[src/rtl/ex_stage_if.sv]
// Execute-stage boundary signals: ID->EX handoff, EX->ME handoff, data-SRAM
// request, flush/exception controls and the EX bypass/hazard outputs.
// The slave modport is the EX stage's view; master is the surrounding pipeline.
interface ex_stage_if #(
    parameter int ID_BUS_W = 200,
    parameter int EX_BUS_W = 131
);
    logic                ID_to_EX_Valid;
    logic [ID_BUS_W-1:0] ID_to_EX_Bus;
    logic                EX_Allow_in;
    logic                ME_Allow_in;
    logic                EX_to_ME_Valid;
    logic [EX_BUS_W-1:0] EX_to_ME_Bus;
    logic                data_sram_en;
    logic [3:0]          data_sram_we;
    logic [31:0]         data_sram_addr;
    logic [31:0]         data_sram_wdata;
    logic                ME_WB_excp;
    logic                excp_flush;
    logic                ertn_flush;
    logic [4:0]          EX_dest;
    logic [31:0]         EX_Forward_Res;
    logic                EX_is_load;

    modport slave (
        input  ID_to_EX_Valid, ID_to_EX_Bus, ME_Allow_in, ME_WB_excp, excp_flush, ertn_flush,
        output EX_Allow_in, EX_to_ME_Valid, EX_to_ME_Bus, data_sram_en, data_sram_we,
               data_sram_addr, data_sram_wdata, EX_dest, EX_Forward_Res, EX_is_load
    );

    modport master (
        output ID_to_EX_Valid, ID_to_EX_Bus, ME_Allow_in, ME_WB_excp, excp_flush, ertn_flush,
        input  EX_Allow_in, EX_to_ME_Valid, EX_to_ME_Bus, data_sram_en, data_sram_we,
               data_sram_addr, data_sram_wdata, EX_dest, EX_Forward_Res, EX_is_load
    );
endinterface

[src/rtl/ex_stage.sv]
// Execute stage: ALU, 32x32 multiply, 34-cycle iterative divide/modulo,
// data-SRAM request generation with misalignment (ALE) detection, and
// the forwarding/load-use outputs consumed by ID.
// mem_size encoding: 0 = byte, 1 = half, 2 = word.
module ex_stage #(
    parameter int          ID_BUS_W = 200,
    parameter int          EX_BUS_W = 131,
    parameter logic [5:0]  ALE_CODE = 6'h09
) (
    input  logic       clk,
    input  logic       reset,
    ex_stage_if.slave  ex_io
);
    typedef struct packed {
        logic        excp_en;
        logic [5:0]  excp_num;
        logic [13:0] csr_num;
        logic        csr_we;
        logic [31:0] csr_wvalue;
        logic        ertn;
        logic [4:0]  alu_op;
        logic [31:0] src1;
        logic [31:0] src2;
        logic [31:0] rkd_value;
        logic        mem_en;
        logic        mem_we;
        logic [1:0]  mem_size;
        logic        mem_sign;
        logic        res_from_mem;
        logic        gr_we;
        logic [4:0]  dest;
        logic [31:0] pc;
    } id_bus_t;

    typedef enum logic [1:0] {DIV_IDLE, DIV_BUSY, DIV_DONE} div_state_e;

    localparam logic [1:0] SZ_BYTE = 2'd0;
    localparam logic [1:0] SZ_HALF = 2'd1;
    localparam logic [1:0] SZ_WORD = 2'd2;

    id_bus_t     bus_q;
    logic        ex_valid_q;
    div_state_e  div_state_q, div_state_d;
    logic [5:0]  cnt_q;
    logic [31:0] rem_q, quo_q, dvs_q, div_res_q;
    logic        q_neg_q, r_neg_q;

    logic        flush, ready_go, allow_in, is_div, is_signed, is_mod;
    logic [31:0] alu_res, exe_res, result, addr, src1_mag, src2_mag;
    logic [63:0] mul_s, mul_u;
    logic [32:0] trial;
    logic        ge;
    logic        ale, excp_en_out;
    logic [5:0]  excp_num_out;
    logic [4:0]  dest_flag;
    logic [3:0]  we_lanes;
    logic [31:0] wdata_lanes;

    assign flush     = ex_io.excp_flush | ex_io.ertn_flush;
    assign is_div    = bus_q.alu_op inside {5'd16, 5'd17, 5'd18, 5'd19};
    assign is_signed = bus_q.alu_op inside {5'd16, 5'd18};
    assign is_mod    = bus_q.alu_op inside {5'd18, 5'd19};
    assign ready_go  = is_div ? (div_state_q == DIV_DONE) : 1'b1;
    assign allow_in  = !ex_valid_q | (ready_go & ex_io.ME_Allow_in);

    // Stage valid: cleared by reset/flush; a flush also drops an instruction arriving this cycle.
    always_ff @(posedge clk) begin
        if (reset || flush) begin
            ex_valid_q <= 1'b0;
        end else if (allow_in) begin
            ex_valid_q <= ex_io.ID_to_EX_Valid;
        end
    end

    // Payload register; only meaningful while ex_valid_q is set.
    // NOTE: wide data registers are not reset; the valid bit alone qualifies them.
    always_ff @(posedge clk) begin
        if (ex_io.ID_to_EX_Valid && allow_in) begin
            bus_q <= id_bus_t'(ex_io.ID_to_EX_Bus);
        end
    end

    // ALU and multiplier (single cycle).
    assign mul_s = $signed(bus_q.src1) * $signed(bus_q.src2);
    assign mul_u = bus_q.src1 * bus_q.src2;

    // Combinational ALU result selected by alu_op.
    // NOTE: default assigned first so every path drives alu_res and no latch is inferred.
    always_comb begin
        alu_res = 32'h0;
        case (bus_q.alu_op)
            5'd0:  alu_res = bus_q.src1 + bus_q.src2;
            5'd1:  alu_res = bus_q.src1 - bus_q.src2;
            5'd2:  alu_res = {31'h0, $signed(bus_q.src1) < $signed(bus_q.src2)};
            5'd3:  alu_res = {31'h0, bus_q.src1 < bus_q.src2};
            5'd4:  alu_res = bus_q.src1 & bus_q.src2;
            5'd5:  alu_res = bus_q.src1 | bus_q.src2;
            5'd6:  alu_res = ~(bus_q.src1 | bus_q.src2);
            5'd7:  alu_res = bus_q.src1 ^ bus_q.src2;
            5'd8:  alu_res = bus_q.src1 << bus_q.src2[4:0];
            5'd9:  alu_res = bus_q.src1 >> bus_q.src2[4:0];
            5'd10: alu_res = $signed(bus_q.src1) >>> bus_q.src2[4:0];
            5'd11: alu_res = bus_q.src2;
            5'd12: alu_res = mul_s[31:0];
            5'd13: alu_res = mul_s[63:32];
            5'd14: alu_res = mul_u[63:32];
            default: alu_res = 32'h0;
        endcase
    end

    // Divider: restoring division on magnitudes, sign fix-up in the final BUSY cycle.
    assign src1_mag = (is_signed && bus_q.src1[31]) ? -bus_q.src1 : bus_q.src1;
    assign src2_mag = (is_signed && bus_q.src2[31]) ? -bus_q.src2 : bus_q.src2;
    assign trial    = {rem_q, quo_q[31]};
    assign ge       = trial >= {1'b0, dvs_q};

    // Divider state register; reset and flush abort any divide in flight.
    // NOTE: sequential state is written with non-blocking assignments only.
    always_ff @(posedge clk) begin
        if (reset || flush) begin
            div_state_q <= DIV_IDLE;
        end else begin
            div_state_q <= div_state_d;
        end
    end

    // Divider next-state: start on a valid div op, 32 iterations plus fix-up, hold DONE until ME accepts.
    always_comb begin
        div_state_d = div_state_q;
        case (div_state_q)
            DIV_IDLE: if (ex_valid_q && is_div) div_state_d = DIV_BUSY;
            DIV_BUSY: if (cnt_q == 6'd32) div_state_d = DIV_DONE;
            DIV_DONE: if (ex_io.ME_Allow_in) div_state_d = DIV_IDLE;
            default:  div_state_d = DIV_IDLE;
        endcase
    end

    // Divider datapath: load magnitudes, iterate, then store the sign-corrected result.
    always_ff @(posedge clk) begin
        case (div_state_q)
            DIV_IDLE: begin
                rem_q   <= 32'h0;
                quo_q   <= src1_mag;
                dvs_q   <= src2_mag;
                cnt_q   <= 6'd0;
                q_neg_q <= is_signed & (bus_q.src1[31] ^ bus_q.src2[31]);
                r_neg_q <= is_signed & bus_q.src1[31];
            end
            DIV_BUSY: begin
                if (cnt_q == 6'd32) begin
                    if (is_mod) div_res_q <= r_neg_q ? -rem_q : rem_q;
                    else        div_res_q <= q_neg_q ? -quo_q : quo_q;
                end else begin
                    rem_q <= ge ? (trial[31:0] - dvs_q) : trial[31:0];
                    quo_q <= {quo_q[30:0], ge};
                    cnt_q <= cnt_q + 6'd1;
                end
            end
            default: ;
        endcase
    end

    // Memory request, misalignment and load-extension encoding.
    assign addr         = bus_q.src1 + bus_q.src2;
    assign ale          = bus_q.mem_en & (((bus_q.mem_size == SZ_HALF) & addr[0]) |
                                          ((bus_q.mem_size == SZ_WORD) & (addr[1:0] != 2'b00)));
    assign excp_en_out  = bus_q.excp_en | ale;
    assign excp_num_out = bus_q.excp_en ? bus_q.excp_num : ALE_CODE;

    // Byte strobes and lane-replicated store data by access size.
    always_comb begin
        we_lanes    = 4'b0000;
        wdata_lanes = bus_q.rkd_value;
        case (bus_q.mem_size)
            SZ_BYTE: begin
                we_lanes    = 4'b0001 << addr[1:0];
                wdata_lanes = {4{bus_q.rkd_value[7:0]}};
            end
            SZ_HALF: begin
                we_lanes    = addr[1] ? 4'b1100 : 4'b0011;
                wdata_lanes = {2{bus_q.rkd_value[15:0]}};
            end
            default: we_lanes = 4'b1111;
        endcase
    end

    assign dest_flag = (!bus_q.res_from_mem || bus_q.mem_size == SZ_WORD) ? 5'b00000 :
                       {bus_q.mem_sign, bus_q.mem_size == SZ_BYTE, bus_q.mem_size == SZ_HALF, addr[1:0]};

    assign exe_res = is_div ? div_res_q : alu_res;
    assign result  = bus_q.mem_en ? addr : exe_res;

    assign ex_io.EX_Allow_in     = allow_in;
    assign ex_io.EX_to_ME_Valid  = ex_valid_q & ready_go;
    assign ex_io.EX_to_ME_Bus    = {excp_en_out, excp_num_out, bus_q.csr_num, bus_q.csr_we,
                                    bus_q.csr_wvalue, bus_q.ertn, dest_flag, bus_q.pc, result,
                                    bus_q.res_from_mem, bus_q.gr_we, bus_q.dest};
    assign ex_io.data_sram_en    = ex_valid_q & bus_q.mem_en & !excp_en_out & !ex_io.ME_WB_excp &
                                   !flush & ex_io.ME_Allow_in;
    assign ex_io.data_sram_we    = (ex_valid_q && bus_q.mem_en && bus_q.mem_we) ? we_lanes : 4'b0000;
    assign ex_io.data_sram_addr  = addr;
    assign ex_io.data_sram_wdata = wdata_lanes;
    assign ex_io.EX_dest         = (ex_valid_q && bus_q.gr_we) ? bus_q.dest : 5'd0;
    assign ex_io.EX_Forward_Res  = result;
    assign ex_io.EX_is_load      = ex_valid_q & bus_q.res_from_mem;
endmodule
[src/flat_wrapper.sv]
// flat-port wrapper written by rule: the top's interface ports become plain ports
module ex_stage_flat 
#(
    parameter int          ID_BUS_W = 200,
    parameter int          EX_BUS_W = 131,
    parameter logic [5:0]  ALE_CODE = 6'h09
)
  (clk, reset, ex_io_ID_to_EX_Valid, ex_io_ID_to_EX_Bus, ex_io_ME_Allow_in, ex_io_ME_WB_excp, ex_io_excp_flush, ex_io_ertn_flush, ex_io_EX_Allow_in, ex_io_EX_to_ME_Valid, ex_io_EX_to_ME_Bus, ex_io_data_sram_en, ex_io_data_sram_we, ex_io_data_sram_addr, ex_io_data_sram_wdata, ex_io_EX_dest, ex_io_EX_Forward_Res, ex_io_EX_is_load);
  ex_stage_if #(.ID_BUS_W(ID_BUS_W), .EX_BUS_W(EX_BUS_W)) ex_io_i ();
  input  logic clk;
  input  logic reset;
  input wire logic [$bits(ex_io_i.ID_to_EX_Valid)-1:0] ex_io_ID_to_EX_Valid;
  input wire logic [$bits(ex_io_i.ID_to_EX_Bus)-1:0] ex_io_ID_to_EX_Bus;
  input wire logic [$bits(ex_io_i.ME_Allow_in)-1:0] ex_io_ME_Allow_in;
  input wire logic [$bits(ex_io_i.ME_WB_excp)-1:0] ex_io_ME_WB_excp;
  input wire logic [$bits(ex_io_i.excp_flush)-1:0] ex_io_excp_flush;
  input wire logic [$bits(ex_io_i.ertn_flush)-1:0] ex_io_ertn_flush;
  output wire logic [$bits(ex_io_i.EX_Allow_in)-1:0] ex_io_EX_Allow_in;
  output wire logic [$bits(ex_io_i.EX_to_ME_Valid)-1:0] ex_io_EX_to_ME_Valid;
  output wire logic [$bits(ex_io_i.EX_to_ME_Bus)-1:0] ex_io_EX_to_ME_Bus;
  output wire logic [$bits(ex_io_i.data_sram_en)-1:0] ex_io_data_sram_en;
  output wire logic [$bits(ex_io_i.data_sram_we)-1:0] ex_io_data_sram_we;
  output wire logic [$bits(ex_io_i.data_sram_addr)-1:0] ex_io_data_sram_addr;
  output wire logic [$bits(ex_io_i.data_sram_wdata)-1:0] ex_io_data_sram_wdata;
  output wire logic [$bits(ex_io_i.EX_dest)-1:0] ex_io_EX_dest;
  output wire logic [$bits(ex_io_i.EX_Forward_Res)-1:0] ex_io_EX_Forward_Res;
  output wire logic [$bits(ex_io_i.EX_is_load)-1:0] ex_io_EX_is_load;
  assign ex_io_i.ID_to_EX_Valid = ex_io_ID_to_EX_Valid;
  assign ex_io_i.ID_to_EX_Bus = ex_io_ID_to_EX_Bus;
  assign ex_io_i.ME_Allow_in = ex_io_ME_Allow_in;
  assign ex_io_i.ME_WB_excp = ex_io_ME_WB_excp;
  assign ex_io_i.excp_flush = ex_io_excp_flush;
  assign ex_io_i.ertn_flush = ex_io_ertn_flush;
  assign ex_io_EX_Allow_in = ex_io_i.EX_Allow_in;
  assign ex_io_EX_to_ME_Valid = ex_io_i.EX_to_ME_Valid;
  assign ex_io_EX_to_ME_Bus = ex_io_i.EX_to_ME_Bus;
  assign ex_io_data_sram_en = ex_io_i.data_sram_en;
  assign ex_io_data_sram_we = ex_io_i.data_sram_we;
  assign ex_io_data_sram_addr = ex_io_i.data_sram_addr;
  assign ex_io_data_sram_wdata = ex_io_i.data_sram_wdata;
  assign ex_io_EX_dest = ex_io_i.EX_dest;
  assign ex_io_EX_Forward_Res = ex_io_i.EX_Forward_Res;
  assign ex_io_EX_is_load = ex_io_i.EX_is_load;
  ex_stage #(.ID_BUS_W(ID_BUS_W), .EX_BUS_W(EX_BUS_W), .ALE_CODE(ALE_CODE)) u_core (.clk(clk), .reset(reset), .ex_io(ex_io_i));
endmodule
[config.mk]
export PLATFORM = sky130hd
export DESIGN_NAME = ex_stage_flat
export DESIGN_NICKNAME = d
export VERILOG_FILES = /design/src/rtl/ex_stage_if.sv /design/src/rtl/ex_stage.sv /design/src/flat_wrapper.sv
export SDC_FILE = /design/constraint.sdc
export NUM_CORES = 2
export LEC_CHECK = 0
export ABC_AREA = 1
export ABC_CLOCK_PERIOD_IN_PS = 10750
export BUFFER_PORTS_ARGS = -buffer_cell sky130_fd_sc_hd__buf_2
export CORE_MARGIN = 2
export CORE_UTILIZATION = 51
export DETAILED_ROUTE_END_ITERATION = 8
export PLACE_DENSITY = 0.71
export SLEW_MARGIN = 15
export SYNTH_ARGS = -nofsm -noshare
export SYNTH_HDL_FRONTEND = slang
export SYNTH_SLANG_ARGS = --single-unit
[constraint.sdc]
create_clock -name clk -period 10.75 [get_ports clk]
set_input_delay 2.15 -clock clk [delete_from_list [all_inputs] [get_ports clk]]
set_output_delay 2.15 -clock clk [all_outputs]
set_load 0.01 [all_outputs]
==> run metrics <==
max-slew violations=0; CTS Hold Bufs=0; initial antenna violation count=35; GPL Wtd Cong=1.13; vias in the first global route=81200; slew of the pin with the lowest slew margin=1.36 ns; status=finished, final reports clean; Synth area leaders=fa_1, inv_1, nand2_1, edfxtp_1, ha_1; Area growth syn-to-layout=15.0%; leading area contributor after synthesis=fa_1; CP startpoint kind=flip-flop; largest net degree at the start of global routing=77; Starting Density=0.512; Synthesis Warnings=0; # DRC=0; Routed Antenna Nets=0; Max-slew headroom=0.0846; CP Buf/Inv Count=10; sequential fraction of the synthesis area=0.121; CORE AREA=0.164 mm2; CP Max Fanout=15; EDFF count, synth=336; slowest stage delay, CP=0.60 ns; #FFs+latches synth=339; fin crit period=10.71 ns; reg2reg end=u_core.dvs_q[30]; DIE HEIGHT=410 um; first-pass GRT wire length=549000 um; CTS tree=built; CTS root buffer=clkbuf_16; top cell type's share of synthesized area=0.350; Hold Startpoint=u_core.quo_q[1]; crit path kind=reg -> out; drt pass-1 iters=8; Port Buffers=446; final hold vios=0; Hold Crit Depth=2; Avg Vias per Cell=5.66; filler cell count=15300; Worst EP arrival=8.56 ns; routed len/inst=27.5 um; Worst Hold End=u_core.quo_q[2]; Setup crit end kind=primary output; launch point of the critical path=u_core.bus_q[93]; asr flop ratio synth=0; Max Buffers Root-to-Sink=3; number of setup violations in the final report=0; unrepaired setup endpoints after global routing=yes; iteration-0 DRC count of the detailed router=9778; max-cap check violation count=0; Placed Cells=14100; Post-Route WL=391000 um; period utilization=0.997; Total Routing Usage GR=0.453; Sum Neg Setup Slack=0 ns; total gr overflow=0; Die Area=0.168 mm2; CTS buffer count=41; layout cells sized above 1=0.143; Crit-path slowest cell=fa_1; most frequent CP cell=fa_1; library cells used by synthesis=69; flop-to-flop setup slack=6.33 ns; Gate Count Post-Synth=11300; FMAX=93.3 MHz; most common cell after layout, fill and taps aside=inv_1; R2R Path Start=u_core.bus_q[77]; commonest cells after routing, fill and taps aside=inv_1, nand2_1, fa_1, buf_4, nor2_1; r2r worst-path depth=19; Worst Hold Class=reg -> reg; mapped cell area=0.0842 mm2; clk_skew=0.0466 ns; Main synth FF type=edfxtp_1; post-synth net total=13500; worst skew pair latency=0.64 ns; Mean Syn Cell Area=7.46 um2; delay-heaviest family, CP=adder cells; H-tree depth=2; Final Net Count=14200; Clock transition at path regs=0.06 ns; WP data required=8.60 ns; Layout Cells excl Fill=14200; HPWL after DPL=326000 um; cell row count=149; I/O pin cnt=447; routed via count=80600; Clock Sinks=339; die width=410 um
-- how the worst max path moves through the flow --
stage / endpoint / cells after the start
floorplan: ex_io_EX_to_ME_Bus[35] / 31
global placement: ex_io_EX_Forward_Res[28] / 33
detailed placement: ex_io_EX_to_ME_Bus[27] / 34
CTS: ex_io_EX_Forward_Res[28] / 31
global route: ex_io_EX_to_ME_Bus[9] / 35
finish: ex_io_EX_Forward_Res[30] / 32
-- synthesized netlist by cell type, types with 27 or more instances --
| library cell | instances |
|---|---|
| ha_1 | 521 |
| edfxtp_1 | 336 |
| buf_4 | 137 |
| a21oi_1 | 362 |
| nand3_1 | 636 |
| nor3_1 | 63 |
| nand3b_1 | 27 |
| nor2_1 | 707 |
| o21bai_1 | 44 |
| fa_1 | 1474 |
| o21ai_1 | 28 |
| inv_2 | 30 |
| buf_1 | 75 |
| nand4_1 | 115 |
| clkbuf_1 | 247 |
| o22ai_1 | 28 |
| nand2_1 | 2863 |
| xor2_1 | 85 |
| inv_1 | 2874 |
| o21ai_0 | 299 |
| buf_2 | 60 |
-- stage by stage --
| stage | cell area (um2) | worst slack (ns) | hold slack (ns) | util |
|---|---|---|---|---|
| after CTS | 94600 | -0.0185 | 0.585 | 0.575 |
| after global placement | 92500 | -0.131 | 0.567 | 0.563 |
| after global routing | 96800 | -0.171 | 0.621 | 0.589 |
| after floorplan | 84200 | 0.608 | 0.488 | - |
| after detailed placement | 92500 | -0.107 | 0.552 | 0.563 |
| final | 96900 | 0.0363 | 0.582 | 0.589 |
-- per-layer routing --
metal	track usage	up-vias	wire, um
met3	0.109	1017	47300
met5	0	-	131
li1	-	34900	-
met1	0.599	39600	148000
met4	0.268	18	30800
met2	0.675	5091	164000
-- sequential cells by signal, summed over array words and instances, names as in the netlist --
signal,flops
u_core.bus_q,113
u_core.cnt_q,6
u_core.div_res_q,32
u_core.div_state_q,2
u_core.dvs_q,32
u_core.ex_io.EX_to_ME_Bus,87
u_core.ex_valid_q,1
u_core.q_neg_q,1
u_core.quo_q,32
u_core.r_neg_q,1
u_core.rem_q,32
-- worst reg2reg max path, delay by kind of cell (launching register included) --
family	cells	cell delay [ns]
xor+xnor	1	0.08
simple gates	8	1.31
compound gates	3	0.42
buf+inv	6	1.62
flops	1	0.42
fa+ha+maj	1	0.30
-- final cells by class --
cell class                 count  area [um2]  area share
sequential                   339       10100       0.105
timing repair buffer        1203        9530      0.0984
antenna                       15        37.5    0.000388
inverter                    2913       10900       0.113
tap                         2189        2740      0.0283
multi-input combinational   7506       62100       0.641
clock buffer                  45        1040      0.0107
clock inverter                30         334     0.00345
-- cells by family (layout without fill, tap and decap cells) --
| family | Yosys count | in the layout | share of synthesized area |
|---|---|---|---|
| AND/OR/NAND/NOR | 4526 | 4526 | 0.222 |
| flip-flops | 339 | 339 | 0.121 |
| other | 0 | 15 | 0 |
| multiplexers | 11 | 11 | 0.00143 |
| buffers and inverters | 3438 | 4191 | 0.161 |
| adder cells (fa/ha/maj) | 1995 | 1995 | 0.428 |
| XOR/XNOR | 105 | 105 | 0.0109 |
| AO/OA/AOI/OAI | 869 | 869 | 0.0569 |
-- repair_timing --
action,4_1_cts,5_1_grt
pin swaps,4,83
setup endpoints to repair,64,64
gates cloned,2,14
setup buffers,30,48
gates resized for setup,87,384
Power is left out: the tool's default activity adds up to more than one toggle a clock period on the data nets, which glitch-free logic cannot reach.
